--- src/rtl/trap_pkg.sv ---
// Shared constants for the machine-mode trap controller: CSR numbers, cause codes,
// FSM states, mstatus bit positions and the CSR read-modify-write helper.
package trap_pkg;

  localparam logic [11:0] CSR_MSTATUS = 12'h300;
  localparam logic [11:0] CSR_MIE     = 12'h304;
  localparam logic [11:0] CSR_MTVEC   = 12'h305;
  localparam logic [11:0] CSR_MEPC    = 12'h341;
  localparam logic [11:0] CSR_MCAUSE  = 12'h342;
  localparam logic [11:0] CSR_MTVAL   = 12'h343;
  localparam logic [11:0] CSR_MIP     = 12'h344;

  localparam logic [1:0] CSR_OP_READ  = 2'b00;
  localparam logic [1:0] CSR_OP_WRITE = 2'b01;
  localparam logic [1:0] CSR_OP_SET   = 2'b10;
  localparam logic [1:0] CSR_OP_CLEAR = 2'b11;

  localparam logic [3:0] EXC_INSN_MISALIGN  = 4'd0;
  localparam logic [3:0] EXC_INSN_FAULT     = 4'd1;
  localparam logic [3:0] EXC_ILLEGAL_INSN   = 4'd2;
  localparam logic [3:0] EXC_BREAKPOINT     = 4'd3;
  localparam logic [3:0] EXC_LOAD_MISALIGN  = 4'd4;
  localparam logic [3:0] EXC_LOAD_FAULT     = 4'd5;
  localparam logic [3:0] EXC_STORE_MISALIGN = 4'd6;
  localparam logic [3:0] EXC_STORE_FAULT    = 4'd7;
  localparam logic [3:0] EXC_ECALL_M        = 4'd11;

  localparam int MSTATUS_MIE    = 3;
  localparam int MSTATUS_MPIE   = 7;
  localparam int MSTATUS_MPP_LO = 11;
  localparam int MSTATUS_MPP_HI = 12;

  // Platform interrupt i reports cause code IRQ_CAUSE_BASE + i.
  localparam int IRQ_CAUSE_BASE = 16;

  typedef enum logic [1:0] {
    ST_IDLE   = 2'd0,
    ST_SAVE   = 2'd1,
    ST_VECTOR = 2'd2,
    ST_RET    = 2'd3
  } trap_state_e;

  function automatic logic [31:0] csr_apply(input logic [1:0] op,
                                            input logic [31:0] old_val,
                                            input logic [31:0] operand);
    case (op)
      CSR_OP_WRITE: return operand;
      CSR_OP_SET:   return old_val | operand;
      CSR_OP_CLEAR: return old_val & ~operand;
      default:      return old_val;
    endcase
  endfunction

endpackage

--- src/rtl/trap_prio_enc.sv ---
// Lowest-index-wins priority encoder: one-hot grant of the lowest set request bit.
module trap_prio_enc #(
  parameter int N = 4
) (
  input  logic [N-1:0] req,
  output logic [N-1:0] grant,
  output logic         valid
);

  genvar gi;
  generate
    for (gi = 0; gi < N; gi++) begin : g_grant
      if (gi == 0) begin : g_first
        assign grant[gi] = req[gi];
      end else begin : g_rest
        assign grant[gi] = req[gi] & ~(|req[gi-1:0]);
      end
    end
  endgenerate

  assign valid = |req;

endmodule

--- src/rtl/trap_ctrl.sv ---
// Machine-mode trap controller: M-mode CSRs, trap entry/return FSM and PC redirect.
// Define TRAP_VECTORED_EN to enable vectored interrupt dispatch (mtvec mode 01).
module trap_ctrl
  import trap_pkg::*;
#(
  parameter int          XLEN      = 32,
  parameter int          NUM_IRQ   = 4,
  parameter logic [31:0] MTVEC_RST = 32'h0000_0000
) (
  input  logic               clk,
  input  logic               rst_n,
  input  logic               csr_valid,
  input  logic [1:0]         csr_op,
  input  logic [11:0]        csr_addr,
  input  logic [XLEN-1:0]    csr_wdata,
  output logic [XLEN-1:0]    csr_rdata,
  input  logic [NUM_IRQ-1:0] irq,
  input  logic               exc_valid,
  input  logic [3:0]         exc_code,
  input  logic [XLEN-1:0]    exc_tval,
  input  logic [XLEN-1:0]    epc_in,
  input  logic               mret,
  output logic               flush,
  output logic               busy,
  output logic               redirect_valid,
  output logic [XLEN-1:0]    pc_redirect
);

  localparam logic [XLEN-1:0] IRQ_MASK =
    XLEN'(((64'd1 << NUM_IRQ) - 64'd1) << IRQ_CAUSE_BASE);
  localparam logic [XLEN-1:0] MSTATUS_WMASK =
    (XLEN'(1) << MSTATUS_MIE) | (XLEN'(1) << MSTATUS_MPIE);
  localparam logic [XLEN-1:0] MSTATUS_MPP = XLEN'(3) << MSTATUS_MPP_LO;
`ifdef TRAP_VECTORED_EN
  localparam logic [XLEN-1:0] MTVEC_WMASK = '1;
`else
  localparam logic [XLEN-1:0] MTVEC_WMASK = ~XLEN'(3);
`endif

  trap_state_e state_reg, state_next;

  logic [XLEN-1:0] mstatus_reg, mie_reg, mip_reg, mtvec_reg;
  logic [XLEN-1:0] mepc_reg, mcause_reg, mtval_reg;
  logic            trap_irq_reg;
  logic [4:0]      trap_code_reg;
  logic [XLEN-1:0] trap_epc_reg, trap_tval_reg;

  logic [NUM_IRQ-1:0] irq_grant;
  logic               irq_any, irq_pending;
  logic [3:0]         irq_idx;
  logic               take_trap, save_commit, ret_restore, csr_we;
  logic [XLEN-1:0]    csr_old, csr_new, trap_base, vector_target;

  trap_prio_enc #(.N(NUM_IRQ)) u_prio (
    .req   (mip_reg[IRQ_CAUSE_BASE +: NUM_IRQ] & mie_reg[IRQ_CAUSE_BASE +: NUM_IRQ]),
    .grant (irq_grant),
    .valid (irq_any)
  );

  assign irq_pending = mstatus_reg[MSTATUS_MIE] & irq_any;

  always_comb begin
    irq_idx = '0;
    for (int i = NUM_IRQ - 1; i >= 0; i--) begin
      if (irq_grant[i]) irq_idx = 4'(i);
    end
  end

  always_comb begin
    csr_old = '0;
    case (csr_addr)
      CSR_MSTATUS: csr_old = mstatus_reg | MSTATUS_MPP;
      CSR_MIE:     csr_old = mie_reg;
      CSR_MIP:     csr_old = mip_reg;
      CSR_MTVEC:   csr_old = mtvec_reg;
      CSR_MEPC:    csr_old = mepc_reg;
      CSR_MCAUSE:  csr_old = mcause_reg;
      CSR_MTVAL:   csr_old = mtval_reg;
      default:     csr_old = '0;
    endcase
  end

  assign csr_rdata = csr_old;
  assign csr_new   = csr_apply(csr_op, csr_old, csr_wdata);

  always_comb begin
    trap_base     = {mtvec_reg[XLEN-1:2], 2'b00};
    vector_target = trap_base;
`ifdef TRAP_VECTORED_EN
    if (mtvec_reg[1:0] == 2'b01 && trap_irq_reg)
      vector_target = trap_base + (XLEN'(trap_code_reg) << 2);
`endif
  end

  always_comb begin
    state_next     = state_reg;
    flush          = 1'b0;
    redirect_valid = 1'b0;
    pc_redirect    = '0;
    take_trap      = 1'b0;
    save_commit    = 1'b0;
    ret_restore    = 1'b0;
    csr_we         = 1'b0;
    case (state_reg)
      ST_IDLE: begin
        if (exc_valid || irq_pending) begin
          take_trap  = 1'b1;
          flush      = 1'b1;
          state_next = ST_SAVE;
        end else if (mret) begin
          flush      = 1'b1;
          state_next = ST_RET;
        end else if (csr_valid) begin
          csr_we = (csr_op != CSR_OP_READ);
        end
      end
      ST_SAVE: begin
        save_commit = 1'b1;
        state_next  = ST_VECTOR;
      end
      ST_VECTOR: begin
        redirect_valid = 1'b1;
        flush          = 1'b1;
        pc_redirect    = vector_target;
        state_next     = ST_IDLE;
      end
      ST_RET: begin
        redirect_valid = 1'b1;
        pc_redirect    = mepc_reg;
        ret_restore    = 1'b1;
        state_next     = ST_IDLE;
      end
      default: state_next = ST_IDLE;
    endcase
  end

  assign busy = (state_reg != ST_IDLE);

  always_ff @(posedge clk) begin
    if (!rst_n) begin
      state_reg     <= ST_IDLE;
      mstatus_reg   <= '0;
      mie_reg       <= '0;
      mip_reg       <= '0;
      mtvec_reg     <= MTVEC_RST & MTVEC_WMASK;
      mepc_reg      <= '0;
      mcause_reg    <= '0;
      mtval_reg     <= '0;
      trap_irq_reg  <= 1'b0;
      trap_code_reg <= '0;
      trap_epc_reg  <= '0;
      trap_tval_reg <= '0;
    end else begin
      state_reg <= state_next;
      mip_reg   <= (XLEN'(irq) << IRQ_CAUSE_BASE);

      // Cause and PC are captured at acceptance; the architectural CSRs update one cycle later.
      if (take_trap) begin
        trap_irq_reg  <= ~exc_valid;
        trap_code_reg <= exc_valid ? {1'b0, exc_code} : {1'b1, irq_idx};
        trap_epc_reg  <= epc_in & ~XLEN'(3);
        trap_tval_reg <= exc_valid ? exc_tval : '0;
      end

      if (save_commit) begin
        mepc_reg                  <= trap_epc_reg;
        mcause_reg                <= {trap_irq_reg, {(XLEN-6){1'b0}}, trap_code_reg};
        mtval_reg                 <= trap_tval_reg;
        mstatus_reg[MSTATUS_MPIE] <= mstatus_reg[MSTATUS_MIE];
        mstatus_reg[MSTATUS_MIE]  <= 1'b0;
      end

      if (ret_restore) begin
        mstatus_reg[MSTATUS_MIE]  <= mstatus_reg[MSTATUS_MPIE];
        mstatus_reg[MSTATUS_MPIE] <= 1'b1;
      end

      // mip and mcause are hardware-owned; software writes to them are dropped.
      if (csr_we) begin
        case (csr_addr)
          CSR_MSTATUS: mstatus_reg <= csr_new & MSTATUS_WMASK;
          CSR_MIE:     mie_reg     <= csr_new & IRQ_MASK;
          CSR_MTVEC:   mtvec_reg   <= csr_new & MTVEC_WMASK;
          CSR_MEPC:    mepc_reg    <= csr_new & ~XLEN'(3);
          CSR_MTVAL:   mtval_reg   <= csr_new;
          default: ;
        endcase
      end
    end
  end

endmodule

--- config.mk ---
export PLATFORM = sky130hd
export DESIGN_NAME = trap_ctrl
export DESIGN_NICKNAME = d
export VERILOG_FILES = /design/src/rtl/trap_pkg.sv /design/src/rtl/trap_prio_enc.sv /design/src/rtl/trap_ctrl.sv
export SDC_FILE = /design/constraint.sdc
export NUM_CORES = 1
export LEC_CHECK = 0
export ABC_AREA = 1
export BUFFER_PORTS_ARGS = -buffer_cell sky130_fd_sc_hd__buf_2
export CAP_MARGIN = 20
export CORE_MARGIN = 5
export CORE_UTILIZATION = 40
export CTS_BUF_LIST = sky130_fd_sc_hd__clkbuf_16
export DETAILED_ROUTE_END_ITERATION = 6
export GPL_TIMING_DRIVEN = 0
export PLACE_DENSITY = 0.67
export SLEW_MARGIN = 0
export SYNTH_ARGS = -nofsm -noshare
export SYNTH_HDL_FRONTEND = slang
export SYNTH_SLANG_ARGS = --single-unit
--- constraint.sdc ---
create_clock -name clk -period 3.47 [get_ports clk]
set_input_delay 1.041 -clock clk [delete_from_list [all_inputs] [get_ports clk]]
set_output_delay 1.041 -clock clk [all_outputs]
set_load 0.005 [all_outputs]
# [Word-level counts from Yosys, hierarchy flattened]
# Index checks and enable logic that the tools add are counted.
# W data, S select, Z words.
[classes] n_eq_ne=14 reduce_logical=10 muxes=36 n_bitwise=12
[op_table] cell="$mux W32" count=7
[op_table] cell="$pmux W32 S7" count=1
[op_table] cell="$pmux W32 S3" count=1
[op_table] cell="$eq A12 B10 Y1 const B" count=7
[op_table] cell="$pmux W32 S2" count=1
[op_table] cell="$and A32 B32 Y32" count=1
[op_table] cell="$not A32 Y32" count=1
[op_table] cell="$or A32 B32 Y32" count=1
[op_table] cell="$mux W8" count=2
[op_table] cell="$mux W1" count=15
[op_table] cell="$mux W2" count=6
[op_table] cell="$eq A2 B2 Y1 const B" count=4
[op_table] cell="$pmux W2 S3" count=1
[op_table] cell="$mux W5" count=1
[op_table] cell="$and A1 B1 Y1" count=4
[op_table] cell="$and A4 B4 Y4" count=1
[op_table] cell="$eq A2 B1 Y1 const B" count=2
[op_table] cell="$not A1 Y1" count=4
[op_table] cell="$reduce_and A2 Y1" count=2
[op_table] cell="$reduce_bool A2 Y1" count=2
[op_table] cell="$reduce_or A2 Y1" count=2
[op_table] cell="$reduce_or A4 Y1" count=1
[op_table] cell="$ne A3 B3 Y1 const B" count=1
[op_table] cell="$reduce_or A3 Y1" count=1
[op_table] cell="other kinds (3)" count=3
[word_totals] out_inout_bits=67 ff_bits=208 wordCells=85

# [Logic depth before layout (Yosys ltp)]
# Gate-level depths: netlist (run 1).
[logic_depth] word_depth=9 ltp_mapped=13 mapped_depth_nobuf=12

# [Hierarchy]
# From an unflattened synthesis (run 1), not the netlist that was laid out.
[unflattened] hier_cells=1442 hier_area_um2=9344.0
[by_module_without_submodules] module="trap_ctrl" seq_area_each_um2=3563.4 n_inst=1 cells_per_inst=1432 area_per_inst_um2=9297.7
[by_module_without_submodules] module="trap_prio_enc" seq_area_each_um2=0.0 n_inst=1 cells_per_inst=10 area_per_inst_um2=46.3

# [Worst setup path after synthesis (run 1)]
# OpenSTA, ideal clock, no wires.
[synth_timing] path_type="input-to-output" from="input csr_addr[7]" to="output csr_rdata[10]" n_path_buf=2 required_ps=2429 arrival_time_ps=2125 slack_ps=304 path_stages=9 path_cell_list="inv_2 > nand2_1 > nor2_2 > buf_2 > nand3_2 > nand4_2 > inv_2 > buf_6 > a31oi_2"
[synth_between] elab_chain_cells=2 word_cells_on_any_way=8
[synth_lines] element="start, declared" line_no="trap_ctrl.sv:14" rtl="input logic [11:0] csr_addr,"
[synth_lines] element="$eq A12 B10 Y1" line_no="trap_ctrl.sv:71" rtl="case (csr_addr)"
[synth_lines] element="$pmux W32 S7 *" line_no="trap_ctrl.sv:71"
[synth_lines] element="end, declared" line_no="trap_ctrl.sv:16" rtl="output logic [XLEN-1:0] csr_rdata,"
# Mark *: on every way between the ends. The rest lies on a longest branch, timed or not.

# [Final worst setup path (run 1)]
[layout_timing] from="input csr_addr[7]" to="output csr_rdata[31]"
# Same word-level chain as after synthesis.

==> metrics, run 1 <==
status finished with violations; violated checks design-rule violations, negative setup slack; reg2reg path depth 9; final instance area 0.0127 sq mm; IO Count 190; Clk pwr share 0.416; critical path endpoint category primary output; hold_buf cts 0; pwr/cell area 369 mW/mm^2; CTS buffer count 17; Tot GR Track Use 0.286; post-synth cell types 40; global-route wire length before repair 62200 microns; CTS H-tree depth 4; Initial Utilization 0.404; detailed-router iteration count before antenna repair 7; Root Buffer clkbuf_16; Setup crit start csr_addr[7]; DRT Wirelength 43000 microns; largest net degree at the start of global routing 20; origin of the critical flop-to-flop path state_reg[0]; Hold Fails Final Rpt 0; kind of critical path in2out; worst-margin pin slew 1.19 ns; HP Class reg2reg; setup ws final -0.0223 ns; fin. max-slew vios 0; Flop pwr share 0.458; share of cells above drive strength 1 0.221; area of placed instances 0.0114 sq mm; clk slew on worst S/H paths 0.07 ns; max-cap viol count 0; final period utilization 1.01; Core Rows 58; synthesized flop and latch total 178; net switching power 1.39 mW; sw frac 0.297; max incr delay on CP 0.29 ns; post-synthesis cell count 1596; R2R Path End mepc_reg[24]; Fillers 2560; Critical Path RT 2.43 ns; Worst-Skew Late Latency 0.45 ns; register area share after synthesis 0.353; Fin Clk Skew 0.0134 ns; setup_tns -0.0223 ns; met1 WL 17700 microns; final net count 1948; Syn Std Cell Area 0.0101 sq mm; Total Die Area 0.0285 sq mm; metal2 WL 18600 microns; relative slew slack 0.204; DIE HEIGHT 169 microns; min cycle time layout 3.49 ns; Peak supply drop 0.366 mV; core area 0.0250 sq mm; RSZ-0062 raised after global routing true; Final ANT Viol Nets 0; crit path max fanout 8; CP Launch Type input pin; crit-path cells buf_6, inv_4, nand2_4, nor2_4, buf_4, nand3_4, clkinv_4, buf_12, nand2_1, a41oi_2, buf_2; Pleak 5.97 nW; Port Buffer Count 186; DP Wirelength 30900 microns; warnings from Yosys 0; initial antenna violation count 1; vias in the first global route 10600; syn_nets 1719; pre-CTS WS -0.711 ns; r2r setup slk 1.34 ns; met3 routed WL 4930 microns; end point of the critical path csr_rdata[31]; synthesis-to-finish area growth 25.7%; Internal 3.29 mW; WL/cell 19.8 microns; register area 0.00356 sq mm; Setup-failing EPs final 1; global-route congestion overflow total 0; Gate power share 0.127; top routing layer used met5; Worst path slowest cell a41oi_2; most common cell after layout, fill and taps aside nand2_1; CTS sink count 178; clk buf depth 2; CTS tree built; Post-Syn Area per Cell 6.32 sq um; chip width 169 microns; initial DRC count 1540; fmax 286 MHz; via-per-instance ratio 5.39; # DRC 10; routability cong. 0.987; routed vias 11700; Worst EP arrival 2.45 ns; most frequent cells in the layout nand2_1 (378), nor2_1 (238), buf_2 (200), inv_1 (193), dfxtp_1 (178); multi-input combinational cell area 0.00548 sq mm
cell type report:
type | instances | share of cell area
Clock buffer | 17 | 0.0336
Clock inverter | 15 | 0.0119
Buffer | 90 | 0.0427
Tap cell | 330 | 0.0326
Timing Repair Buffer | 214 | 0.0988
Inverter | 214 | 0.0666
Multi-Input combinational cell | 1110 | 0.432
Sequential cell | 178 | 0.281
Antenna cell | 1 | 0.000197
critical path: cells and delay by family:
kind	cells	cell delay, ns
buf+inv	6	0.74
simple gates	4	0.37
compound gates	1	0.29
cells by family (layout without fill, tap and decap cells):
group           count (synthesis)  in the layout  share of synthesized area
compound gates                260            260                      0.159
other cells                     0              1                          0
xor+xnor                        1              1                   0.000869
flops                         178            178                      0.353
buf+inv                       308            550                      0.129
simple gates                  849            849                      0.358
routing by layer:
metal	track usage	vias up
li1	-	5546
met1	0.395	5317
met2	0.434	707
met3	0.0577	115
met4	0.127	2
met5	0	-
power groups by stage:
stage               Combinational, mW  Clock [mW]  Sequential, mW
detailed placement              0.543           0            2.19
floorplan                       0.307           0            2.17
CTS                             0.555        1.94            2.14
global route                    0.635        2.01            2.15
global placement                0.539           0            2.18
finish                          0.592        1.94            2.14
worst min-delay path by stage:
stage	from	end	slack, ns	cells past startpoint
after floorplan	trap_epc_reg[10]	trap_epc_reg[10]	0.42	2
after global placement	trap_epc_reg[8]	trap_epc_reg[8]	0.44	2
after detailed placement	trap_epc_reg[8]	trap_epc_reg[8]	0.45	2
after CTS	trap_epc_reg[8]	trap_epc_reg[8]	0.46	2
after global routing	trap_epc_reg[25]	trap_epc_reg[25]	0.48	2
final	trap_epc_reg[25]	trap_epc_reg[25]	0.45	2
Yosys cell counts (all sizes together):
library cell / instances / area (sq um)
nand2: 398 / 1520
nor2: 263 / 1090
inv: 213 / 800
dfxtp: 178 / 3560
nand3: 174 / 888
o21ai: 134 / 671
buf: 58 / 362
a21oi: 52 / 369
clkbuf: 36 / 136
a22oi: 34 / 255
o22ai: 18 / 113
a31oi: 7 / 75.1
nand4: 7 / 65.1
o211ai: 7 / 52.6
a211oi: 4 / 30.0
a41oi: 3 / 26.3
nor4: 3 / 18.8
nor3: 2 / 15.0
or2: 2 / 12.5
clkinv: 1 / 5.00
o21bai: 1 / 7.51
xor2: 1 / 8.76
timing repair:
action / CTS / global route
cloned: 0 / 2
setup endpoints to repair: 39 / 33
setup buffers: 20 / 6
gates resized for setup: 48 / 76
pin swaps: 14 / 18
metrics by stage:
stage,util,std cells,total power [mW],hold WS [ns]
global route,0.508,2168,4.79,0.480
global placement,0.458,2112,2.72,0.438
finish,0.508,2169,4.68,0.453
detailed placement,0.458,2112,2.73,0.445
floorplan,-,1596,2.48,0.425
CTS,0.495,2162,4.63,0.455
No activity file was read; power rests on OpenSTA's default activity.
==> run 2, diff against run 1 <==
- clock period: 3.47 -> 4.1 ns (I/O delays scaled with it)
==> run 2 against run 1 <==
Against the previous run: critical path depth down 5; the run now ends clean; combinational power down 19%; largest power group unchanged; clock skew up 0.0036 ns; highest routed layer is now met4; critical endpoint is now pc_redirect[21]; cell area down 4.1%; via count down 0.68%.
==> metrics, run 2 (synthesis results as in run 1) <==
Initial Utilization 0.404 (unchanged); DIE HEIGHT 169 microns (unchanged); max-cap viol count 0 (unchanged); critical path endpoint category primary output; R2R Path End trap_epc_reg[29]; crit-path cells buf_2, nand2_1, clkbuf_1, clkbuf_1, o22ai_1, buf_2; origin of the critical flop-to-flop path mie_reg[16]; IO Count 190 (unchanged); share of cells above drive strength 1 0.196 (-0.0257); worst-margin pin slew 1.03 ns (-0.160 ns); fin. max-slew vios 0 (unchanged); Total Die Area 0.0285 sq mm (unchanged); Hold Fails Final Rpt 0 (unchanged); hold_ws 0.457 ns (+0.00366 ns); # DRC 0 (-10); setup ws final 0.0535 ns (+0.0758 ns); most common cell after layout, fill and taps aside nand2_1; Tot GR Track Use 0.284 (-0.00226); Peak supply drop 0.301 mV (-18%); routed vias 11600 (-0.68%); Worst path slowest cell clkbuf_1; pwr/cell area 324 mW/mm^2 (-12%); pre-CTS WS -0.459 ns (+0.252 ns); max incr delay on CP 0.66 ns (+0.37 ns); clk buf depth 2 (unchanged); relative slew slack 0.310 (+0.107); hold path endpoint trap_epc_reg[25]; largest net degree at the start of global routing 18 (-10%); chip width 169 microns (unchanged); hold_sp trap_epc_reg[25]; most frequent cells in the layout nand2_1 (391), nor2_1 (244), buf_2 (208), inv_1 (198), dfxtp_1 (178); post-route insts no fill 2151 (-0.83%); area of placed instances 0.0114 sq mm (unchanged); initial antenna violation count 1 (unchanged); Fin Clk Skew 0.0169 ns (+0.00358 ns); Setup-failing EPs final 0 (-1); Worst EP arrival 2.82 ns (+0.37 ns); crit-path leading delay family buffers and inverters; fmax 247 MHz; CTS buffer count 17 (unchanged); Root Buffer clkbuf_16; Worst-Skew Late Latency 0.45 ns (about the same); CTS tree built; Core Rows 58 (unchanged); r2r setup slk 1.99 ns (+0.65 ns); detailed-router iteration count before antenna repair 7 (unchanged); synthesis-to-finish area growth 20.5%; final instance area 0.0121 sq mm (-4.1%); initial DRC count 1450 (-5.8%); DP Wirelength 30900 microns (unchanged); WL/cell 19.6 microns (-1.2%); Port Buffer Count 186 (unchanged); core area 0.0250 sq mm (unchanged); DRT Wirelength 42200 microns (-2.0%); Pleak 5.74 nW (-3.7%); reg2reg path depth 10 (+1); vias in the first global route 10400 (-1.4%); global-route congestion overflow total 0 (unchanged); global-route wire length before repair 61700 microns (-0.80%); CTS sink count 178 (unchanged); clk slew on worst S/H paths 0.07 ns (about the same); via-per-instance ratio 5.40 (+0.16%); CTS H-tree depth 4 (unchanged); final net count 1929 (-0.98%); Critical Path RT 2.87 ns (+0.44 ns); min cycle time layout 4.05 ns; HP Class reg2reg; final period utilization 0.987; kind of critical path reg2out; status finished, final reports clean; Final ANT Viol Nets 0 (unchanged); hold path cells 2 (unchanged); worst path bufs/invs 4 (-2); routability cong. 0.987 (unchanged); CP Launch Type flop; placed cell count 2112 (unchanged); crit path max fanout 10 (+2)
run 2: changes by cell type in the layout (fill, tap and decap cells not counted), sizes merged:
cell and delta:
clkinv -2, inv +2, diode +1, buf -20, clkbuf +1
run 2: per-stage QoR:
step | util | TNS (ns) | total power, mW
2_1_floorplan | - | 0 | 2.10
3_3_place_gp | 0.458 | -5.26 | 2.30
3_5_place_dp | 0.458 | -5.55 | 2.31
4_1_cts | 0.485 | 0 | 3.92
5_1_grt | 0.486 | -0.00180 | 4.03
6_report | 0.487 | 0 | 3.93
run 2: cell type report:
| class | instances | area (sq um) |
|---|---|---|
| fill | 2629 | 12800 |
| timing repair buffer | 192 | 980 |
| inverter | 214 | 813 |
| tap | 330 | 413 |
| buffer | 93 | 513 |
| sequential | 178 | 3560 |
| clock inverter | 15 | 151 |
| antenna | 2 | 5.00 |
| clock buffer | 17 | 425 |
| multi-input combinational | 1110 | 5280 |
run 2: worst register-to-register path, stage by stage (launching register included):
cell	delay, ns
dfxtp_1	0.33
nand2_1	0.11
nand2_2	0.08
nor2_4	0.11
nand2_4	0.07
nand2_4	0.13
nor2_4	0.05
nand2_2	0.19
clkbuf_1	0.58
o21ai_0	0.24
a21oi_1	0.15
run 2: per-layer routing:
layer	global-route usage	part of all wire	wire length, microns
met1	0.393	0.42	17600
met2	0.429	0.43	18000
met3	0.0535	0.11	4530
met4	0.131	0.047	1990
met5	0	0	0
run 2: power breakdown:
part	internal (mW)	switching [mW]
clock network	0.855	0.789
logic	0.137	0.341
registers	1.78	0.0300
run 2: how the worst max path moves through the flow:
stage	from	end	slack, ns	cells past startpoint
after floorplan	csr_addr[7]	csr_rdata[10]	0.56	9
after global placement	csr_addr[1]	csr_rdata[21]	-0.43	10
after detailed placement	csr_addr[10]	csr_rdata[4]	-0.46	11
after CTS	csr_addr[1]	csr_rdata[1]	0.0007	10
after global routing	csr_addr[7]	csr_rdata[21]	-0.002	11
final	state_reg[1]	pc_redirect[21]	0.05	6
run 2: repair_timing:
item                                    in CTS  in global routing
gates resized for setup                     13                 12
endpoints found under the setup margin      19                 20
setup buffers                                5                  1
hold buffers                                 0                  0
pin swaps                                    3                  2
==> run 3, diff against run 2 <==
- REMOVE_ABC_BUFFERS: not set -> 1
==> run 3 against run 2 <==
Against the previous run: combinational power down 7.1%; count of clock-buffer cells in the layout stayed put; register-to-register slack worse by 0.57 ns; worst hold slack lost 0.0054 ns; non-clock buffer count decreased by 77; sequential cell count stayed put; clock skew is 0.0073 ns lower; largest cell class unchanged; largest power group unchanged.
==> metrics, run 3 (synthesis results as in run 1) <==
relative slew slack 0.274 (-0.0365); pre-CTS WS -1.10 ns (-0.640 ns); Final ANT Viol Nets 0 (unchanged); clk slew on worst S/H paths 0.07 ns (about the same); CP Launch Type input pin; # DRC 0 (unchanged); IO Count 190 (unchanged); Setup-failing EPs final 0 (unchanged); DRT Wirelength 36500 microns (-14%); Flop pwr share 0.463 (+0.002); fin. max-slew vios 0 (unchanged); min cycle time layout 4.01 ns (-0.0387 ns); Critical Path RT 2.87 ns (about the same); crit-path cells buf_2, nand2_1, inv_1, nand2_2, nor2_4, buf_4, nand3_4, o21ai_0, or2_2, buf_2; fmax 250 MHz (+0.97%); Port Buffer Count 187 (+0.54%); DP Wirelength 22200 microns (-28%); HP Class reg2reg; sw frac 0.291 (-0.00348); routing usage on met1 0.338 (-0.0558); CTS H-tree depth 4 (unchanged); Worst path slowest cell or2_2; kind of critical path in2out; origin of the critical flop-to-flop path mip_reg[17]; CTS sink count 178 (unchanged); final net count 1856 (-3.8%); chip width 169 microns (unchanged); CTS tree built; CTS buffer count 17 (unchanged); synthesis-to-finish area growth 19.3%; Setup crit start csr_addr[9]; pwr/cell area 328 mW/mm^2 (+1.2%); via-per-instance ratio 5.26 (-2.6%); global-route wire length before repair 55900 microns (-9.4%); hold_sp trap_epc_reg[13]; critical path endpoint category primary output; Total Die Area 0.0285 sq mm (unchanged); Tot GR Track Use 0.250 (-0.0338); hold_ws 0.451 ns (-0.00541 ns); Initial Utilization 0.404 (unchanged); met2 GRT Util 0.409 (-0.0200); Root Buffer clkbuf_16; initial DRC count 1018 (-30%); Worst EP arrival 2.78 ns (-0.04 ns); Clk pwr share 0.424 (+0.006); largest net degree at the start of global routing 80 (+62); crit path max fanout 9 (-1); DIE HEIGHT 169 microns (unchanged); share of cells above drive strength 1 0.194 (-0.00213); Final Util 0.482 (-0.00496); Worst-Skew Late Latency 0.43 ns (-0.02 ns); hold_buf cts 0 (unchanged); most frequent cells in the layout nand2_1 (387), nor2_1 (244), inv_1 (198), buf_2 (187), dfxtp_1 (176); clk buf depth 2 (unchanged); core area 0.0250 sq mm (unchanged); area of placed instances 0.0112 sq mm (-2.1%); net switching power 1.15 mW (-0.97%); Core Rows 58 (unchanged); overall power 3.94 mW (+0.21%); crit-path leading delay family simple AND/OR/NAND/NOR gates; Pleak 5.63 nW (-2.1%); Gate power share 0.113 (-0.008); WL/cell 17.6 microns (-10%); vias in the first global route 10100 (-3.1%); grt peak-use layer met2; Internal 2.79 mW (+0.70%); setup ws final 0.0923 ns (+0.0387 ns); max incr delay on CP 0.33 ns (-0.33 ns); final instance area 0.0120 sq mm (-1.0%); Hold Fails Final Rpt 0 (unchanged); initial antenna violation count 2 (+1); final period utilization 0.977 (-0.00945); detailed-router iteration count before antenna repair 6 (-1); Worst path most repeated cell buf_2; worst-margin pin slew 1.09 ns (+0.0604 ns); Fin Clk Skew 0.00964 ns (-0.00730 ns); routability cong. 0.826 (-16%); global-route congestion overflow total 0 (unchanged); worst path bufs/invs 4 (unchanged); met3 GRT Util 0.0437 (-0.00981); max-cap viol count 0 (unchanged); status finished, final reports clean; Peak supply drop 0.189 mV (-37%); most common cell after layout, fill and taps aside nand2_1; routed vias 10900 (-5.9%)
[run 3: layout make-up]
type | instances | area (sq um)
fill | 2603 | 12900
antenna | 1 | 2.50
clock inverter | 15 | 160
tap | 330 | 413
sequential | 178 | 3570
timing repair inverter | 1 | 6.26
timing repair buffer | 208 | 1240
multi-input combinational | 1113 | 5380
inverter | 214 | 833
clock buffer | 17 | 425
[run 3: power groups by stage]
stage,Combinational (mW),Clock [mW],Sequential [mW]
finish,0.443,1.67,1.82
global route,0.486,1.78,1.83
CTS,0.439,1.71,1.82
detailed placement,0.431,0,1.86
global placement,0.395,0,1.86
floorplan,0.220,0,1.85
[run 3: tightest hold or removal path: stages, from the launching register on]
cell	delay, ns
dfxtp_1	0.30
inv_1	0.05
a21oi_1	0.05
[run 3: stage by stage]
stage | std cells | setup TNS [ns]
finish | 2077 | 0
global route | 2077 | -0.00778
CTS | 2072 | 0
detailed placement | 2029 | -79.19
global placement | 2019 | -119.27
floorplan | 1502 | 0
[run 3: timing repair]
action	4_1_cts	5_1_grt
endpoints found under the hold margin	0	0
setup buffers	7	3
setup endpoints to repair	141	12
cloned	4	0
gates resized for setup	22	11
pin swaps	7	2
[run 3: path summary, 6_finish.rpt]
| check | slack (ns) | endpoint | cells after the start |
|---|---|---|---|
| worst max-delay path | 0.09 | csr_rdata[12] | 10 |
| worst min-delay path | 0.45 | trap_epc_reg[13] | 2 |
| worst max register to register | 1.42 | mtvec_reg[5] | 11 |
| worst min register to register | 0.45 | trap_epc_reg[13] | 2 |
[run 3: per-layer routing]
layer | part of all wire | vias to the layer above
li1 | - | 5352
met1 | 0.44 | 5070
met2 | 0.46 | 436
met3 | 0.074 | 59
met4 | 0.026 | 2
met5 | 0.00030 | -
